`src/rtl/skew_buffer_pkg.sv`:
```
// Shared types and helpers for the AXI-Stream skew/deskew buffer.
// Optional feature macro used by the top level: SKEW_BUFFER_PERF_EN.
package skew_buffer_pkg;

  // Delay profile across the lanes
  typedef enum logic {
    SKEW   = 1'b0,
    DESKEW = 1'b1
  } skew_mode_e;

  // Packet-level control state of the buffer
  typedef enum logic [1:0] {
    IDLE   = 2'd0,
    STREAM = 2'd1,
    FLUSH  = 2'd2
  } skew_state_e;

  // Number of delay registers in front of the shared output register for lane c
  function automatic int lane_delay(skew_mode_e mode, int lanes, int c);
    if (mode == DESKEW) begin
      return lanes - 1 - c;
    end
    return c;
  endfunction

endpackage

```
`src/rtl/skew_buffer_axis_delay.sv`:
```
// Stallable shift-register delay line; one instance per lane.
// DEPTH=0 collapses to a plain wire so lane 0 (or the last lane in deskew
// mode) only sees the shared output register.
module skew_delay_line #(
  parameter int WIDTH = 8,
  parameter int DEPTH = 1
) (
  input  logic             clk_i,
  input  logic             rst_i,
  input  logic             shift_en,
  input  logic [WIDTH-1:0] data,
  output logic [WIDTH-1:0] delayed
);

  if (DEPTH == 0) begin : g_wire
    logic unused_ctrl;
    assign unused_ctrl = clk_i ^ rst_i ^ shift_en;
    assign delayed     = data;
  end else begin : g_regs
    logic [WIDTH-1:0] stage_q [DEPTH];

    // Shift one position per enabled cycle; hold otherwise so stalls freeze the lane
    always_ff @(posedge clk_i or posedge rst_i) begin
      if (rst_i) begin
        for (int i = 0; i < DEPTH; i++) begin
          stage_q[i] <= '0;
        end
      end else if (shift_en) begin
        stage_q[0] <= data;
        for (int i = 1; i < DEPTH; i++) begin
          stage_q[i] <= stage_q[i-1];
        end
      end
    end

    assign delayed = stage_q[DEPTH-1];
  end

endmodule

```
`src/rtl/skew_buffer_axis.sv`:
```
// Packet-aware triangular skew/deskew buffer with AXI-Stream handshakes.
// Every packet is followed by LANES-1 injected zero beats so the triangle
// drains fully before the next packet is accepted.
// Optional: define SKEW_BUFFER_PERF_EN to add the perf_stall_o counter.
module skew_buffer_axis
  import skew_buffer_pkg::*;
#(
  parameter int         WIDTH = 8,
  parameter int         LANES = 4,
  parameter skew_mode_e MODE  = SKEW
) (
  input  logic                   clk_i,
  input  logic                   rst_i,
  input  logic                   s_valid_i,
  output logic                   s_ready_o,
  input  logic [LANES*WIDTH-1:0] s_data_i,
  input  logic                   s_last_i,
  output logic                   m_valid_o,
  input  logic                   m_ready_i,
  output logic [LANES*WIDTH-1:0] m_data_o,
  output logic                   m_last_o
`ifdef SKEW_BUFFER_PERF_EN
  ,
  output logic [31:0]            perf_stall_o
`endif
);

  localparam int CNT_W = (LANES > 1) ? $clog2(LANES) : 1;
  localparam logic [CNT_W-1:0] FLUSH_LOAD = CNT_W'(LANES - 1);

  skew_state_e            state_q, state_d;
  logic [CNT_W-1:0]       flush_cnt_q;
  logic                   advance;
  logic                   accept;
  logic                   inject;
  logic                   shift_en;
  logic [LANES*WIDTH-1:0] stage_in;
  logic [LANES*WIDTH-1:0] lane_out;
  logic                   last_in;
  logic                   last_out;

  assign advance   = !m_valid_o | m_ready_i;
  assign s_ready_o = advance & (state_q != FLUSH);
  assign accept    = s_valid_i & s_ready_o;
  assign inject    = advance & (state_q == FLUSH);
  assign shift_en  = accept | inject;
  assign stage_in  = accept ? s_data_i : '0;
  assign last_in   = accept & s_last_i;

  for (genvar c = 0; c < LANES; c++) begin : g_lane
    skew_delay_line #(
      .WIDTH (WIDTH),
      .DEPTH (lane_delay(MODE, LANES, c))
    ) u_lane (
      .clk_i    (clk_i),
      .rst_i    (rst_i),
      .shift_en (shift_en),
      .data     (stage_in[c*WIDTH +: WIDTH]),
      .delayed  (lane_out[c*WIDTH +: WIDTH])
    );
  end

  // The packet's last flag travels as far as the most delayed lane
  skew_delay_line #(
    .WIDTH (1),
    .DEPTH (LANES - 1)
  ) u_last (
    .clk_i    (clk_i),
    .rst_i    (rst_i),
    .shift_en (shift_en),
    .data     (last_in),
    .delayed  (last_out)
  );

  // State register
  always_ff @(posedge clk_i or posedge rst_i) begin
    if (rst_i) begin
      state_q <= IDLE;
    end else begin
      state_q <= state_d;
    end
  end

  // Next-state: enter flush on the last accepted beat, leave when the zeros are all injected
  always_comb begin
    state_d = state_q;
    case (state_q)
      IDLE, STREAM: begin
        if (accept) begin
          if (s_last_i) begin
            state_d = (LANES > 1) ? FLUSH : IDLE;
          end else begin
            state_d = STREAM;
          end
        end
      end
      FLUSH: begin
        if (advance && (flush_cnt_q <= CNT_W'(1))) begin
          state_d = IDLE;
        end
      end
      default: state_d = IDLE;
    endcase
  end

  // Count the zero beats still owed to drain the triangle
  always_ff @(posedge clk_i or posedge rst_i) begin
    if (rst_i) begin
      flush_cnt_q <= '0;
    end else if (last_in && (LANES > 1)) begin
      flush_cnt_q <= FLUSH_LOAD;
    end else if (inject && (flush_cnt_q != '0)) begin
      flush_cnt_q <= flush_cnt_q - 1'b1;
    end
  end

  // Shared output register; data holds on bubbles, valid drops
  always_ff @(posedge clk_i or posedge rst_i) begin
    if (rst_i) begin
      m_valid_o <= 1'b0;
      m_last_o  <= 1'b0;
      m_data_o  <= '0;
    end else if (advance) begin
      m_valid_o <= shift_en;
      m_last_o  <= shift_en & last_out;
      if (shift_en) begin
        m_data_o <= lane_out;
      end
    end
  end

`ifdef SKEW_BUFFER_PERF_EN
  // Saturating count of cycles where a valid output is held by the sink
  always_ff @(posedge clk_i or posedge rst_i) begin
    if (rst_i) begin
      perf_stall_o <= '0;
    end else if (m_valid_o && !m_ready_i && (perf_stall_o != 32'hFFFF_FFFF)) begin
      perf_stall_o <= perf_stall_o + 32'd1;
    end
  end
`endif

endmodule

```
`config.mk`:
```
export PLATFORM = sky130hd
export DESIGN_NAME = skew_buffer_axis
export DESIGN_NICKNAME = d
export VERILOG_FILES = /design/src/rtl/skew_buffer_pkg.sv /design/src/rtl/skew_buffer_axis_delay.sv /design/src/rtl/skew_buffer_axis.sv
export SDC_FILE = /design/constraint.sdc
export NUM_CORES = 1
export LEC_CHECK = 0
export BUFFER_PORTS_ARGS = -buffer_cell sky130_fd_sc_hd__buf_2
export CORE_UTILIZATION = 44
export DETAILED_ROUTE_END_ITERATION = 7
export PLACE_DENSITY = 0.75
export SYNTH_ARGS = -nofsm -noshare
export SYNTH_HDL_FRONTEND = slang
export SYNTH_SLANG_ARGS = --single-unit
```
`constraint.sdc`:
```
create_clock -name clk_i -period 2.55 [get_ports clk_i]
set_clock_uncertainty 0.2 [all_clocks]
set_input_delay 0.1275 -clock clk_i [delete_from_list [all_inputs] [get_ports clk_i]]
set_output_delay 0.1275 -clock clk_i [all_outputs]
set_load 0.03 [all_outputs]
```
==> metrics.yaml <==
status: "finished clean"
grt_pass1_vias: 2221
postCtsSetupBuffers: 0
clkSlewWorstSetupHoldPaths_ns: 0.08
ff_latch_area_sq_mm: 0.00223
ys_seq_area_frac: 0.641
relSlewSlack: 0.454
num_rows: 32
r2r-start: "m_valid_o"
crit_arrival_ns: 2.13
ios: 72
period_minus_slack_ns: 2.05
cap_viol_max_count: 0
drc: 0
ctsResizeCount: 0
highest_layer: "met4"
wl_met3_microns: 276
hold_path.class: "register to register"
syn-num-nets: 251
p_leak_nw: 2.23
fin_cells: 428
power_mw: 4.92
grt_overflow: 0
multi_input_area_sq_mm: 0.00112
synth-seq-cells: 89
hold_viol: 0
via_count: 2103
die_area_sq_mm: 0.00826
final_nets: 361
htree_levels: 3
die_w_microns: 90.9
clock.fmax_ghz: 0.487
crit_path_start: "m_ready_i"
grt_pass1_wl_microns: 10800
setup_viol: 0
detail_route.wl_per_cell_microns: 14.3
cts.sinks: 89
initial_core_util: 0.452
avgSynthCellArea_sq_um: 16.4
drv_slew: 0
die_y_microns: 90.9
syn2layout_area_growth_pct: 27.4
crit_path_end_kind: "register"
power_density_mw_per_mm2: 1110
routed_wl_microns: 6110
holdWs_ns: 0.284
vdd_drop_max_mv: 0.537
worstHoldStart: "g_lane[2].u_lane.delayed[7]"
tns_ns: 0
layout-drive-gt1-share: 0.390
core_area_sq_mm: 0.00769
clock_latency_ns: 0.34
dr.pass1.iters: 4
synth_cells: 212
viasPerCell: 4.91
path_class: "input pin to register"
cts_max_path_buffers: 2
drt.antenna.violating_nets: 0
worst_slack_ns: 0.495
fin_crit_sh: 0.806
wl_met1_microns: 3060
numCtsBuffers: 9
fillCellCount: 652
n_antenna_cell: 0
ys_types: 28
cts_hold_buf: 37
cp_data_required_time_ns: 2.63
synthesis.area_sq_mm: 0.00347
cts-root-buf: "clkbuf_8"
grt_setup_unrepaired: "no"
antenna_found_initial: 0
cts_tree: "done"
place.gp.congestion: 0.682
wl_met2_microns: 2690
worst_setup_path_start_kind: "input pin"
grt_usage: 0.168
worstMarginPinSlew_ns: 0.817
dp_slack_ns: 0.539
grt_max_degree: 53
dp.cells: 376
portBuffers: 71
dp_hpwl_microns: 3620
ys_warn_count: 0
cp_max_fo: 19
drtIter0Drc: 61
==> worst max-delay path: stages <==
cell           delay, ns
dlygate4sd3_1       0.52
buf_2               0.11
nand2b_1            0.23
and3_1              0.59
buf_4               0.36
a22o_1              0.18
==> through the flow <==
step	instance area, sq um	utilization
final	4430	0.576
after CTS	4430	0.576
after global placement	3900	0.508
after floorplan	3480	-
after global routing	4430	0.576
after detailed placement	3900	0.508
==> metal layers <==
metal | global-route usage | vias to the layer above
met4 | 0.0582 | 0
li1 | - | 998
met2 | 0.246 | 54
met1 | 0.238 | 1043
met5 | 0 | -
met3 | 0.0505 | 8
==> synthesized netlist by cell type <==
master | count | area share
dfrtp_1 | 89 | 0.64
a22o_1 | 33 | 0.083
mux2_4 | 26 | 0.11
mux2_1 | 13 | 0.042
mux2_2 | 11 | 0.036
buf_6 | 5 | 0.016
buf_2 | 4 | 0.0058
inv_1 | 4 | 0.0043
buf_4 | 2 | 0.0043
buf_8 | 2 | 0.0086
ha_1 | 2 | 0.0072
nand2b_1 | 2 | 0.0036
nand3_1 | 2 | 0.0029
o31ai_1 | 2 | 0.0043
or4_1 | 2 | 0.0043
a21oi_1 | 1 | 0.0014
a311oi_1 | 1 | 0.0025
and2b_4 | 1 | 0.0029
and3_1 | 1 | 0.0018
nand2_1 | 1 | 0.0011
nand4_1 | 1 | 0.0018
nor2_1 | 1 | 0.0011
nor2b_1 | 1 | 0.0018
o21ai_0 | 1 | 0.0014
o21ai_1 | 1 | 0.0014
o21ai_2 | 1 | 0.0025
o2bb2ai_1 | 1 | 0.0025
or3_1 | 1 | 0.0018
==> where the power goes <==
group          internal, mW  switching [mW]
Combinational         0.873           0.951
Sequential             1.99           0.306
Clock                 0.349           0.452
==> registers in the layout (all words and copies together) (netlist names) <==
| signal | count |
|---|---|
| m_data_o | 32 |
| u_last.g_regs.stage_q | 2 |
| g_lane.u_lane.g_regs.stage_q | 24 |
| u_last.delayed | 1 |
| g_lane.u_lane.delayed | 24 |
| m_last_o | 1 |
| m_valid_o | 1 |
| state_q | 2 |
| flush_cnt_q | 2 |
==> cells by family after synthesis <==
logic type	share of synthesized area
DFF	0.641
muxes	0.190
AOI/OAI and AO/OA	0.0994
buffers and inverters	0.0392
and+or+nand+nor	0.0230
adders and majority gates	0.00720
==> area by class of cell <==
cell class / instances / area share
sequential: 89 / 0.503
multi-input combinational: 106 / 0.253
timing repair buffer: 112 / 0.176
clock buffer: 12 / 0.0305
tap: 102 / 0.0288
clock inverter: 3 / 0.00424
inverter: 4 / 0.00424
==> cell usage in the layout (no fill, tap or decap), drive strengths merged, types with 3 or more instances in the layout <==
cell type and instances:
mux2 50, inv 3, dfrtp 89, a22o 33, buf 75, o21ai 3
clkinv 3, dlygate4sd3 37, clkbuf 12
==> worst paths after layout <==
path | depth (start not counted) | slack (ns) | endpoint
setup / recovery | 6 | 0.50 | g_lane[1].u_lane.delayed[7]
hold / removal | 1 | 0.28 | m_data_o[23]
setup reg to reg | 4 | 0.54 | g_lane[1].u_lane.delayed[7]
hold reg to reg | 1 | 0.28 | m_data_o[23]
max in group asynchronous | 4 | 1.15 | g_lane[3].u_lane.g_regs.stage_q[19]
min in group asynchronous | 3 | 0.29 | g_lane[3].u_lane.delayed[4]
Power figures use the tool's default switching activity.
